==> src/rtl/uart_dbg_bridge.sv <==
// uart_dbg_bridge: UART command decoder that issues single 32-bit bus reads/writes
// and returns the result over UART (8N1).
// Optional feature macro: UART_DBG_CSUM_EN adds a trailing XOR checksum byte per frame.
module uart_dbg_bridge #(
   parameter int CLK_DIV      = 440,
   parameter int TIMEOUT_BITS = 64
) (
   input  logic        i_clk,
   input  logic        i_rst,
   input  logic        i_uart_rx,
   output logic        o_uart_tx,
   output logic        o_mem_we,
   output logic        o_mem_re,
   output logic [31:0] o_mem_addr,
   output logic [31:0] o_mem_wdata,
   input  logic [31:0] i_mem_rdata,
   output logic        o_busy,
   output logic        o_frame_err
);
   localparam int CW       = $clog2(CLK_DIV);
   localparam int TO_LIMIT = TIMEOUT_BITS * CLK_DIV;
   localparam int TW       = $clog2(TO_LIMIT);
   localparam logic [CW-1:0] HALF_BIT  = CW'(CLK_DIV / 2);
   localparam logic [CW-1:0] BAUD_LAST = CW'(CLK_DIV - 1);
   localparam logic [TW-1:0] TO_LAST   = TW'(TO_LIMIT - 1);
   localparam logic [7:0] CMD_WR = 8'h57;
   localparam logic [7:0] CMD_RD = 8'h52;
   localparam logic [7:0] ACK    = 8'h06;

   typedef enum logic [2:0] {
      S_IDLE, S_ADDR, S_DATA, S_BUS, S_RDWAIT, S_RESP
`ifdef UART_DBG_CSUM_EN
      , S_CSUM
`endif
   } state_t;

   state_t r_state, w_nextState;
   logic [1:0] r_rxSync;
   logic r_rxPrev, r_rxActive, r_rxValid, r_rxErr;
   logic [CW-1:0] r_rxCnt, r_txCnt;
   logic [3:0] r_rxBit, r_txBit;
   logic [7:0] r_rxShift, r_rxByte, r_txData, r_csum, w_txData;
   logic r_txActive, r_txLine, r_isWrite, r_nak, r_frameErr;
   logic [2:0] r_byteIdx, r_respIdx;
   logic [31:0] r_addr, r_wdata, r_rdata;
   logic [TW-1:0] r_toCnt;
   logic w_rxLine, w_txLast, w_txLoad, w_memWe, w_memRe, w_timeout, w_inFrame, w_receiving;
   logic [2:0] w_respLen;
   state_t w_afterPayload;

   assign w_rxLine    = r_rxSync[1];
   assign w_txLast    = r_txActive && (r_txCnt == BAUD_LAST) && (r_txBit == 4'd9);
   assign w_respLen   = (r_isWrite || r_nak) ? 3'd1 : 3'd4;
`ifdef UART_DBG_CSUM_EN
   assign w_inFrame      = (r_state == S_ADDR) || (r_state == S_DATA) || (r_state == S_CSUM);
   assign w_afterPayload = S_CSUM;
`else
   assign w_inFrame      = (r_state == S_ADDR) || (r_state == S_DATA);
   assign w_afterPayload = S_BUS;
`endif
   assign w_receiving = w_inFrame || (r_state == S_IDLE);
   assign o_uart_tx   = r_txLine;
   assign o_mem_we    = w_memWe;
   assign o_mem_re    = w_memRe;
   assign o_mem_addr  = r_addr;
   assign o_mem_wdata = r_wdata;
   assign o_busy      = (r_state != S_IDLE);
   assign o_frame_err = r_frameErr;

   // RX: synchronise the line, qualify the start bit at mid-bit, then shift in data and check stop.
   always_ff @(posedge i_clk) begin
      if (!i_rst) begin
         r_rxSync <= 2'b11;
         r_rxPrev <= 1'b1;
         r_rxActive <= 1'b0;
         r_rxCnt <= '0;
         r_rxBit <= 4'd0;
         r_rxShift <= 8'h00;
         r_rxByte <= 8'h00;
         r_rxValid <= 1'b0;
         r_rxErr <= 1'b0;
      end else begin
         r_rxSync <= {r_rxSync[0], i_uart_rx};
         r_rxPrev <= w_rxLine;
         r_rxValid <= 1'b0;
         r_rxErr <= 1'b0;
         if (!r_rxActive) begin
            if (r_rxPrev && !w_rxLine) begin
               r_rxActive <= 1'b1;
               r_rxCnt <= '0;
               r_rxBit <= 4'd0;
            end
         end else if (r_rxBit == 4'd0) begin
            if (r_rxCnt == HALF_BIT) begin
               r_rxCnt <= '0;
               if (w_rxLine) r_rxActive <= 1'b0;
               else          r_rxBit <= 4'd1;
            end else begin
               r_rxCnt <= r_rxCnt + 1'b1;
            end
         end else if (r_rxCnt == BAUD_LAST) begin
            r_rxCnt <= '0;
            if (r_rxBit <= 4'd8) begin
               r_rxShift <= {w_rxLine, r_rxShift[7:1]};
               r_rxBit <= r_rxBit + 4'd1;
            end else begin
               r_rxActive <= 1'b0;
               if (w_rxLine) begin
                  r_rxValid <= 1'b1;
                  r_rxByte <= r_rxShift;
               end else begin
                  r_rxErr <= 1'b1;
               end
            end
         end else begin
            r_rxCnt <= r_rxCnt + 1'b1;
         end
      end
   end

   // TX: a load starts a new byte immediately, even on the last cycle of the previous stop bit.
   always_ff @(posedge i_clk) begin
      if (!i_rst) begin
         r_txActive <= 1'b0;
         r_txLine <= 1'b1;
         r_txData <= 8'h00;
         r_txCnt <= '0;
         r_txBit <= 4'd0;
      end else if (w_txLoad) begin
         r_txActive <= 1'b1;
         r_txLine <= 1'b0;
         r_txData <= w_txData;
         r_txCnt <= '0;
         r_txBit <= 4'd0;
      end else if (r_txActive) begin
         if (r_txCnt == BAUD_LAST) begin
            r_txCnt <= '0;
            if (r_txBit == 4'd9) begin
               r_txActive <= 1'b0;
               r_txLine <= 1'b1;
            end else begin
               r_txBit <= r_txBit + 4'd1;
               r_txLine <= (r_txBit < 4'd8) ? r_txData[r_txBit[2:0]] : 1'b1;
            end
         end else begin
            r_txCnt <= r_txCnt + 1'b1;
         end
      end
   end

   // Frame FSM state register.
   always_ff @(posedge i_clk) begin
      if (!i_rst) r_state <= S_IDLE;
      else        r_state <= w_nextState;
   end

   // Next-state, bus strobes and response byte selection.
   always_comb begin
      w_nextState = r_state;
      w_memWe = 1'b0;
      w_memRe = 1'b0;
      w_txLoad = 1'b0;
      w_txData = 8'h00;
      w_timeout = w_inFrame && !r_rxValid && (r_toCnt == TO_LAST);
      case (r_state)
         S_IDLE: begin
            if (r_rxValid && (r_rxByte == CMD_WR || r_rxByte == CMD_RD)) w_nextState = S_ADDR;
         end
         S_ADDR: begin
            if (w_timeout || r_rxErr) w_nextState = S_IDLE;
            else if (r_rxValid && r_byteIdx == 3'd3) w_nextState = r_isWrite ? S_DATA : w_afterPayload;
         end
         S_DATA: begin
            if (w_timeout || r_rxErr) w_nextState = S_IDLE;
            else if (r_rxValid && r_byteIdx == 3'd3) w_nextState = w_afterPayload;
         end
`ifdef UART_DBG_CSUM_EN
         S_CSUM: begin
            if (w_timeout || r_rxErr) begin
               w_nextState = S_IDLE;
            end else if (r_rxValid) begin
               if (r_rxByte == r_csum) begin
                  w_nextState = S_BUS;
               end else begin
                  w_nextState = S_RESP;
                  w_txLoad = 1'b1;
                  w_txData = 8'h15;
               end
            end
         end
`endif
         S_BUS: begin
            w_memWe = r_isWrite;
            w_memRe = !r_isWrite;
            if (r_isWrite) begin
               w_txLoad = 1'b1;
               w_txData = ACK;
               w_nextState = S_RESP;
            end else begin
               w_nextState = S_RDWAIT;
            end
         end
         S_RDWAIT: begin
            w_txLoad = 1'b1;
            w_txData = i_mem_rdata[31:24];
            w_nextState = S_RESP;
         end
         S_RESP: begin
            if (w_txLast) begin
               if (r_respIdx < w_respLen) begin
                  w_txLoad = 1'b1;
                  case (r_respIdx[1:0])
                     2'd1:    w_txData = r_rdata[23:16];
                     2'd2:    w_txData = r_rdata[15:8];
                     default: w_txData = r_rdata[7:0];
                  endcase
               end else begin
                  w_nextState = S_IDLE;
               end
            end
         end
         default: w_nextState = S_IDLE;
      endcase
   end

   // Frame datapath: capture address/data, running checksum, read data and response progress.
   always_ff @(posedge i_clk) begin
      if (!i_rst) begin
         r_isWrite <= 1'b0;
         r_nak <= 1'b0;
         r_byteIdx <= 3'd0;
         r_respIdx <= 3'd0;
         r_csum <= 8'h00;
         r_addr <= 32'h0;
         r_wdata <= 32'h0;
         r_rdata <= 32'h0;
         r_toCnt <= '0;
         r_frameErr <= 1'b0;
      end else begin
         r_frameErr <= w_timeout || (w_receiving && r_rxErr);
         r_toCnt <= (w_inFrame && !r_rxValid) ? r_toCnt + 1'b1 : '0;
         if (w_txLoad) r_respIdx <= r_respIdx + 3'd1;
         case (r_state)
            S_IDLE: begin
               if (w_nextState == S_ADDR) begin
                  r_isWrite <= (r_rxByte == CMD_WR);
                  r_csum <= r_rxByte;
                  r_nak <= 1'b0;
                  r_byteIdx <= 3'd0;
                  r_respIdx <= 3'd0;
               end
            end
            S_ADDR, S_DATA: begin
               if (r_rxValid) begin
                  if (r_state == S_ADDR) r_addr <= {r_addr[23:0], r_rxByte};
                  else                   r_wdata <= {r_wdata[23:0], r_rxByte};
                  r_csum <= r_csum ^ r_rxByte;
                  r_byteIdx <= (r_byteIdx == 3'd3) ? 3'd0 : r_byteIdx + 3'd1;
               end
            end
`ifdef UART_DBG_CSUM_EN
            S_CSUM: begin
               if (r_rxValid && r_rxByte != r_csum) r_nak <= 1'b1;
            end
`endif
            S_RDWAIT: r_rdata <= i_mem_rdata;
            default: ;
         endcase
      end
   end
endmodule

==> config.mk <==
export PLATFORM = sky130hd
export DESIGN_NAME = uart_dbg_bridge
export DESIGN_NICKNAME = d
export VERILOG_FILES = /design/src/rtl/uart_dbg_bridge.sv
export SDC_FILE = /design/constraint.sdc
export NUM_CORES = 1
export LEC_CHECK = 0
export ABC_AREA = 1
export CORE_MARGIN = 2
export CORE_UTILIZATION = 56
export CTS_CLUSTER_DIAMETER = 100
export DETAILED_ROUTE_END_ITERATION = 10
export GPL_TIMING_DRIVEN = 0
export MAX_ROUTING_LAYER = met4
export PLACE_DENSITY_LB_ADDON = 0.2
export SKIP_CTS_REPAIR_TIMING = 1
export SLEW_MARGIN = 20
export SYNTH_ARGS = -nofsm -noshare
export SYNTH_HDL_FRONTEND = slang
export SYNTH_SLANG_ARGS = --single-unit
==> constraint.sdc <==
create_clock -name i_clk -period 5.1 [get_ports i_clk]
set_input_delay 1.02 -clock i_clk [delete_from_list [all_inputs] [get_ports i_clk]]
set_output_delay 1.02 -clock i_clk [all_outputs]
set_load 0.05 [all_outputs]
==> impl_metrics.ini, run 1 <==
[cts]
cts_tree = done
root_buffer = clkbuf_16
clkLatencyLatePin_ns = 0.43
clkTransAtPathRegs_ns = 0.06
cts_sinks = 172
cts_max_path_buffers = 2
htree_levels = 4
numCtsBuffers = 17

[power]
power_density_nw_per_um2 = 316
swShare_pct = 20.8
sequentialPowerShare_pct = 47.4
pwr-share-clk_pct = 49.7
p_sw_mw = 0.593
p_int_mw = 2.25
pwr-share-comb_pct = 2.9
p_leak_nw = 3.33
finalPower_mw = 2.85
ir_drop_mv = 0.290

[final_layout]
final_common_cell = dfxtp_1
drive_above_1_share_pct = 4.86
finalNetCount = 1125
final_area_sq_um = 9010
synthToLayoutAreaGrowth_pct = 26.6
antennaDiodeCount = 0
layout_common_cells = 172 x dfxtp_1, 134 x nor2_1, 131 x nand2_1, 122 x inv_1, 120 x o21ai_0

[setup_path]
slowest_stage = clkdlybuf4s50_1
timing.rr.start = r_rxCnt[0]$_SDFFE_PN0P_
max_stage_delay_ns = 0.87
cp-startpoint = r_state[1]$_SDFF_PN0_
path_buf_inv = 2
crit_cells = 5
crit_path_max_fanout = 5
r2r_slack_ns = 2.98
arrival_ns = 2.37
setup.worst_path.class = reg2out
regToRegEndpoint = r_rxShift[6]$_SDFFE_PN0P_
crit_family = buffers and inverters
cp.required_ns = 4.08
critPathLaunchType = flop
r2r_cells = 7
endpoint_kind = primary output
crit_chain = inv_1, nor2_1, nand2_1, nor2_2, clkdlybuf4s50_1

[synth]
synth_area_per_cell_sq_um = 7.45
synth_compound_area_share_pct = 18.4
synth-simple-area-share_pct = 21.5
synth_area_sq_um = 7120
synth_area_leaders = dfxtp_1 48%, o21ai_0 8.4%, a21oi_1 7.2%
yosys.area.top_type = dfxtp_1
synth_edf_count = 0
yosysSeqAreaShare_pct = 48.4
synth.distinct_cells = 37
synth_top_family_by_area = simple AND/OR/NAND/NOR gates
yosysWarnings = 0
syn_nets = 1003
yosysTopAreaCellShare_pct = 48.4
async_flop_share_pct = 0
yosys.area_share.adder_pct = 2.28
syn-instance-count = 955
synthXorXnorAreaFrac_pct = 0.984
synth_flop_cell = dfxtp_1
ys_seq_elements = 172
synth_mux_area_share_pct = 0

[global_routing]
antenna_found_initial = 0
grt_pass1_wl_mm = 27.7
overflow = 0
first_global_vias = 5835
grt_util_all_layers_pct = 26.8
grt_max_degree = 17

[timing]
fin_hold_ws_ns = 0.440
slew_headroom_pct = 55.8
setup-tns-final_ns = 0
tightestPinTransition_ns = 0.663
setup_slack_ns = 1.71
hold_violations = 0
setup_violations = 0
fin_crit_sh_pct = 66.4
skew_ns = 0.00660
period_minus_slack_ns = 3.39
slew_viol_final = 0
rsz0062_at_grt = no
max_clock_freq_mhz = 295

[job]
maxCapViolCount = 0

[status]
status = finished clean

[routing]
viasPerCell = 5.16
drc_errors = 0
routedWlPerCell_um = 13.5
drt_iter0_markers = 601
drt-pass1-iter-count = 6
ant_nets = 0
vias = 6518
routed_wl_mm = 17.1

[placed_design]
post-place-ws_ns = 1.93
gp_congestion = 0.864
placement.io_buffers = 103
place_hpwl_mm = 12.2
placed_cell_area_sq_um = 8370

[hold_path]
holdPathEnd = r_rxSync[1]$_SDFF_PN1_
hp-class = reg2reg
min_path_cells = 1
worstHoldStart = r_rxSync[0]$_SDFF_PN1_

[floorplanning]
chipWidth_um = 117
std_cell_rows = 41
die_y_um = 117
core_sq_um = 12500
start_util_pct = 56.9
ios = 104
die_area_sq_um = 13600
[state kept, by name (all words and copies together) (netlist names), 2 cells and up]
signal	cells
r_byteIdx	3
r_txCnt	9
r_state	3
r_rdata	24
o_mem_wdata	32
r_rxBit	4
o_mem_addr	32
r_txBit	4
r_respIdx	3
r_rxShift	8
r_toCnt	15
r_rxByte	8
r_rxSync	2
r_txData	8
r_rxCnt	9
[per-stage QoR]
stage / std cells / utilization, %
5_1_grt: 1262 / 72.0
3_3_place_gp: 1230 / 66.8
4_1_cts: 1262 / 72.0
2_1_floorplan: 955 / -
6_report: 1262 / 72.0
3_5_place_dp: 1230 / 66.8
[layer usage]
| metal | track usage, % | share of wire, % | vias to the layer above |
|---|---|---|---|
| li1 | - | - | 3368 |
| met1 | 33.6 | 45 | 3004 |
| met2 | 42.5 | 48 | 128 |
| met3 | 7.52 | 5.7 | 18 |
| met4 | 7.37 | 1.0 | 0 |
| met5 | - | 0 | - |
[power by group through the flow]
stage | clock [mW] | combinational [mW] | sequential, mW
after floorplan | 0 | 0.0393 | 1.38
after global placement | 0 | 0.0815 | 1.38
after detailed placement | 0 | 0.0824 | 1.38
after CTS | 1.43 | 0.0826 | 1.35
after global routing | 1.49 | 0.0917 | 1.35
final | 1.42 | 0.0831 | 1.35
[layout make-up]
cell class                      count  area, sq um
Inverter                          123          462
Fill cell                        1067         3500
Multi-Input combinational cell    623         3070
Tap cell                          172          215
Sequential cell                   172         3440
Clock inverter                     14          219
Timing Repair Buffer              103         1030
Buffer                             37          143
Clock buffer                       18          429
[Yosys cell counts (2+ instances only)]
| cell | number |
|---|---|
| nand2_1 | 131 |
| or2_2 | 5 |
| a31oi_1 | 7 |
| o21ai_0 | 120 |
| nor2_2 | 3 |
| dfxtp_1 | 172 |
| nor2_1 | 134 |
| a41oi_1 | 2 |
| nor3_1 | 19 |
| nand3_2 | 3 |
| o22ai_1 | 7 |
| o211ai_1 | 2 |
| nor3b_1 | 6 |
| and3_1 | 4 |
| a21oi_1 | 102 |
| clkbuf_1 | 35 |
| nand3_1 | 27 |
| a21oi_2 | 2 |
| nor4_1 | 4 |
| inv_1 | 122 |
| nand4_1 | 8 |
| xor2_1 | 8 |
| ha_1 | 13 |
| nand2_2 | 2 |
| a211oi_1 | 5 |
[kinds of logic (layout without fill, tap and decap cells)]
family                     count (synthesis)  in the layout
DFF                                      172            172
buffers and inverters                    160            295
xor gates and xnor gates                   8              8
and+or+nand+nor                          352            352
adders and majority gates                 13             13
AOI/OAI and AO/OA                        250            250
[worst max path at each step]
stage	to
after floorplan	o_mem_re
after global placement	o_mem_wdata[27]$_SDFFE_PN0P_
after detailed placement	o_mem_wdata[30]$_SDFFE_PN0P_
after CTS	o_mem_we
after global routing	o_mem_we
final	o_mem_we
(Power assumes the default switching activity.)
==> inputs of run 2 (changes only) <==
--- a/config.mk
+++ b/config.mk
@@ -7,7 +7,7 @@
 export LEC_CHECK = 0
 export ABC_AREA = 1
 export CORE_MARGIN = 2
-export CORE_UTILIZATION = 56
+export CORE_UTILIZATION = 54
 export CTS_CLUSTER_DIAMETER = 100
 export DETAILED_ROUTE_END_ITERATION = 10
 export GPL_TIMING_DRIVEN = 0
==> constraint.sdc (replaced) <==
create_clock -name i_clk -period 3.2 [get_ports i_clk]
set_input_delay 0.64 -clock i_clk [delete_from_list [all_inputs] [get_ports i_clk]]
set_output_delay 0.64 -clock i_clk [all_outputs]
set_load 0.05 [all_outputs]
==> run 2 against run 1 <==
  * Wire length rose by 1.4%
  * Worst hold slack got worse by 0.022 ns
  * Cell area is 1.3% lower
  * Sequential power grew 59%
  * Utilization is 2.1 points lower
  * First-iteration DRC count down 22%
  * Global-route usage shrank 1.4 points
  * Die area up 3.6%
  * Worst setup slack got worse by 1.5 ns
  * Clock skew grew 0.00096 ns
  * Critical path depth did not move
  * Via count up 0.74%
  * Critical endpoint unchanged
  * Largest power group is now registers
==> impl_metrics.ini, run 2 (same netlist as run 1, synthesis figures left out) <==
[placed_design]
post-place-ws_ns = 0.433
dp.cells = 1230
place_hpwl_mm = 12.4
placement.io_buffers = 103
gp_congestion = 0.908
placed_cell_area_sq_um = 8370

[routing]
routedWlPerCell_um = 13.7
vias = 6566
ant_nets = 0
drc_errors = 0
drt-pass1-iter-count = 6
routed_wl_mm = 17.3
met3WireLength_mm = 1.08
viasPerCell = 5.21
drt_iter0_markers = 469
top_layer_used = met4
wl_met2_mm = 8.07
m1WireLength_mm = 7.91

[floorplanning]
chipWidth_um = 119
start_util_pct = 56.0
core_sq_um = 12700
std_cell_rows = 41
die_y_um = 119
ios = 104
die_area_sq_um = 14100

[status]
status = finished clean

[timing]
slew_headroom_pct = 54.5
period_minus_slack_ns = 2.96
fin_crit_sh_pct = 92.5
setup_slack_ns = 0.240
skew_ns = 0.00757
setup-tns-final_ns = 0
max_clock_freq_mhz = 338
tightestPinTransition_ns = 0.683
slew_viol_final = 0
hold_violations = 0
rsz0062_at_grt = no
setup_violations = 0

[global_routing]
first_global_vias = 5989
grt_pass1_wl_mm = 28.1
antenna_found_initial = 0
grt_util_all_layers_pct = 25.3
grt_max_degree = 17
overflow = 0

[setup_path]
critPathLaunchType = flop
crit_path_max_fanout = 5
setup.worst_path.class = reg2out
endpoint_kind = primary output
arrival_ns = 2.32
cp.required_ns = 2.56
r2r_slack_ns = 0.97

[final_layout]
drive_above_1_share_pct = 4.50
final_common_cell = dfxtp_1
final_area_sq_um = 8900
layoutNonFillerInstCount = 1261
layout_common_cells = 172 x dfxtp_1, 134 x nor2_1, 131 x nand2_1, 122 x inv_1, 120 x o21ai_0
synthToLayoutAreaGrowth_pct = 25.0
nFillCells = 1121
antennaDiodeCount = 0
finalNetCount = 1125

[cts]
cts_tree = done
htree_levels = 4
cts_sinks = 172
clkLatencyLatePin_ns = 0.43
root_buffer = clkbuf_16
numCtsBuffers = 17
cts_max_path_buffers = 2
clkTransAtPathRegs_ns = 0.06

[power]
power_density_nw_per_um2 = 467
p_leak_nw = 3.27
ir_drop_mv = 0.430

[job]
maxCapViolCount = 0

[hold_path]
hp-class = reg2reg
## run 2: cell types whose count changed in the layout (fill, tap and decap cells not counted), sizes merged
cell and change:
clkinv -3, inv -1, clkinvlp +1, clkbuf +7, bufinv -5
## run 2: worst paths after layout
path / from / cells after the start / endpoint
max: r_state[1]$_SDFF_PN0_ / 5 / o_mem_we
min: r_rxSync[0]$_SDFF_PN1_ / 1 / r_rxSync[1]$_SDFF_PN1_
max reg2reg: r_rxCnt[0]$_SDFFE_PN0P_ / 7 / r_rxShift[6]$_SDFFE_PN0P_
min reg2reg: r_rxSync[0]$_SDFF_PN1_ / 1 / r_rxSync[1]$_SDFF_PN1_
## run 2: cell type report
cell class	count	area, sq um	share of cell area [%]
Buffer	37	143	1.60
Clock buffer	25	495	5.57
Clock inverter	6	37.5	0.422
Inverter	123	462	5.19
Multi-Input combinational cell	623	3070	34.5
Sequential cell	172	3440	38.7
Tap cell	172	215	2.42
Timing Repair Buffer	103	1030	11.6
## run 2: power by group
group	internal [mW]	switching [mW]	leakage, nW
sequential	2.15	0.00418	1.39
combinational	0.0593	0.0737	1.63
clock	1.07	0.803	0.255
## run 2: per-layer routing
layer / vias to the layer above / global-route usage, %
met1: 3015 / 32.2
met5: - / -
met2: 164 / 39.7
met4: 0 / 7.66
met3: 24 / 6.85
li1: 3363 / -
## run 2: per-stage QoR
stage	hold WS (ns)	total power, mW	utilization (%)
floorplan	0.393	2.26	-
global placement	0.395	2.33	65.8
detailed placement	0.400	2.33	65.8
CTS	0.419	4.18	69.9
global route	0.430	4.28	69.9
finish	0.418	4.15	69.9
## run 2: worst max-delay path: stages (launching register included)
cell and delay (ns):
dfxtp_1 0.41, inv_1 0.10, nor2_1 0.12, nand2_1 0.12, nor2_2 0.28, clkdlybuf4s50_1 0.87
==> inputs of run 3 (changes only) <==
--- a/config.mk
+++ b/config.mk
@@ -9,6 +9,7 @@
 export CORE_MARGIN = 2
 export CORE_UTILIZATION = 54
 export CTS_CLUSTER_DIAMETER = 100
+export CTS_CLUSTER_SIZE = 14
 export DETAILED_ROUTE_END_ITERATION = 10
 export GPL_TIMING_DRIVEN = 0
 export MAX_ROUTING_LAYER = met4
==> results of run 3 <==
The final DEF is identical to that of run 2; final timing and power are the same.
==> edit, RTL diff (flow settings as in run 2) <==
Remove the register `r_frameErr`: a continuous assignment takes its place, so the output `o_frame_err` follows one clock earlier.
--- a/src/rtl/uart_dbg_bridge.sv
+++ b/src/rtl/uart_dbg_bridge.sv
@@ -235,9 +235,7 @@
          r_wdata <= 32'h0;
          r_rdata <= 32'h0;
          r_toCnt <= '0;
-         r_frameErr <= 1'b0;
       end else begin
-         r_frameErr <= w_timeout || (w_receiving && r_rxErr);
          r_toCnt <= (w_inFrame && !r_rxValid) ? r_toCnt + 1'b1 : '0;
          if (w_txLoad) r_respIdx <= r_respIdx + 3'd1;
          case (r_state)
@@ -268,5 +266,7 @@
          endcase
       end
    end
+
+   assign r_frameErr = w_timeout || (w_receiving && r_rxErr);
 endmodule
 
Check against the original RTL: no difference found for any inputs over 10 cycles, from zero or initial values and one cycle with i_rst low; that may be too few to reach the edited logic, so the function may still have changed.
==> edit against run 2 <==
Via count increased by 0.43%. Core utilization down 1.0 points. Final cell count shrank 0.24%. Sequential cell count decreased by 1. Wire length down 0.44%. Clock skew increased by 0.69 ps. Synthesized area grew 0.37%. Final area up 1.3%. Worst setup slack worse by 13 ps. Synthesized cell count shrank 0.73%. Critical path depth did not move. Power is 6.3% higher. Largest cell class unchanged.
==> edit: results (changes against run 2) <==
metric,value,unit,change
outcome,finished clean,,
Nets,1118,,-0.62%
worst r2r src,r_rxBit[0],,
port bufs,103,,unchanged
crit path capture,o_mem_we,,
global-route wire length before repair,28570,um,+1.6%
met1 Use GR,31.33,%,-0.85 points
largest net degree at the start of global routing,17,,unchanged
final WL,17230,um,-0.44%
R2R Path End,r_rxBit[2],,
via count of the first global-routing pass,6045,,+0.94%
sequential area share after synthesis,47.91,%,-0.46 points
CTS Buf Count,17,,unchanged
worst hold path class,flop to flop,,
synth cell count leaders,"dfxtp_1 (171), nor2_1 (142), nand2_1 (129)",,
Placed Cells,1227,,-0.24%
P_sw,0.9132,mW,+3.7%
R2R cell count,11,,+4
post-detail-place hpwl,12310,um,-0.39%
Worst IR Drop VDD,0.0004276,V,-0.51%
Top Layer Used,met4,,
M1 WL,7857,um,-0.66%
# diodes,0,,unchanged
WHS,417.9,ps,-0.1580 ps
Leakage Power,3.299,nW,+0.86%
max_slew headroom,56.45,%,+2.0 points
GRT Util Overall,25.52,%,+0.19 points
synth unique cells,45,,+22%
CP arrival,2330,ps,
WL met3,739,um,-31%
Post-Syn Area per Cell,7.538,um2,+1.1%
drt pass-1 iters,6,,unchanged
top area cells in the synthesized netlist,"dfxtp_1 (48%), o21ai_0 (8.1%), nor2_1 (7.5%), a21oi_1 (7.1%), nand2_1 (6.8%)",,
met3 Track Usage GR,5.364,%,-1.5 points
"FFs w/ async S/R, synth",0,%,unchanged
Syn. warnings,0,,unchanged
Crit. Startpoint,r_state[1],,
Syn Nets,996,,-0.70%
met2 Track Usage GR,41.85,%,+2.2 points
R2R setup slack,1250,ps,+280 ps
total number of vias,6594,,+0.43%
crit path max fanout,5,,unchanged
clock latency at the later pin of the worst-skew pair,430,ps,about the same
root buffer cell,clkbuf_16,,
"CTS clk-pin slew, worst paths",60,ps,about the same
share of cells above drive strength 1,6.192,%,+1.7 points
worst hold path depth,1,,unchanged
initial antenna violation count,0,,unchanged
WHS Endpoint,r_rxSync[1],,
dominant synthesized flop cell,dfxtp_1,,
final clock skew,8.260,ps,+0.6941 ps
initial DRC count,508,,+8.3%
Finished Layout Cells,1258,,-0.24%
RD Place Congestion,0.8879,,-2.2%
WL met2,8312,um,+2.9%
DP Area,8397,um2,+0.37%
edit: cell types whose count changed after synthesis, sizes merged, moves of 2 or more:
cell / before / now
clkbuf: 35 / 33
or2: 6 / 4
nor2: 138 / 147
a21oi: 104 / 101
o21ai: 120 / 115
buf: 2 / 4
and3: 4 / 2
nand3: 30 / 24
inv: 123 / 116
a211oi: 5 / 7
edit: through the flow:
step           setup TNS [ps]  util, %  setup slack (ps)
5_1_grt                     0    68.92             128.8
2_1_floorplan               0        -             781.0
6_report                    0    68.92             226.1
3_3_place_gp                0    64.17             376.8
4_1_cts                -83.29    68.90            -83.29
3_5_place_dp                0    64.17             378.9
edit: cell families (layout without fill, tap and decap cells):
logic type | count (synthesis) | after routing | synth area share, %
flip-flops | 171 | 171 | 47.91
buffers and inverters | 154 | 288 | 8.300
AO/OA/AOI/OAI | 249 | 249 | 18.54
XOR/XNOR | 8 | 8 | 0.9806
AND/OR/NAND/NOR | 353 | 353 | 21.99
adder cells (fa/ha/maj) | 13 | 13 | 2.276
edit: power by group through the flow:
stage	clock network (mW)	logic, mW	registers, mW
after floorplan	0	0.0673	2.18
after global placement	0	0.134	2.18
after global routing	2.26	0.153	2.14
final	2.14	0.137	2.14
after CTS	2.16	0.137	2.14
after detailed placement	0	0.135	2.18
edit: final cells by class:
cell class	count	area, um2
fill	1092	4066
sequential	171	3423
clock inverter	10	138.9
buffer	37	152.6
inverter	117	440.4
multi-input combinational	623	3129
clock buffer	21	480.5
timing repair buffer	103	1033
tap	176	220.2
edit: worst max-delay path: stages, from the launching register on:
cell	delay, ps
dfxtp_1	430
inv_2	70
nor2_2	130
nand2_1	120
nor2_2	290
clkdlybuf4s50_1	870
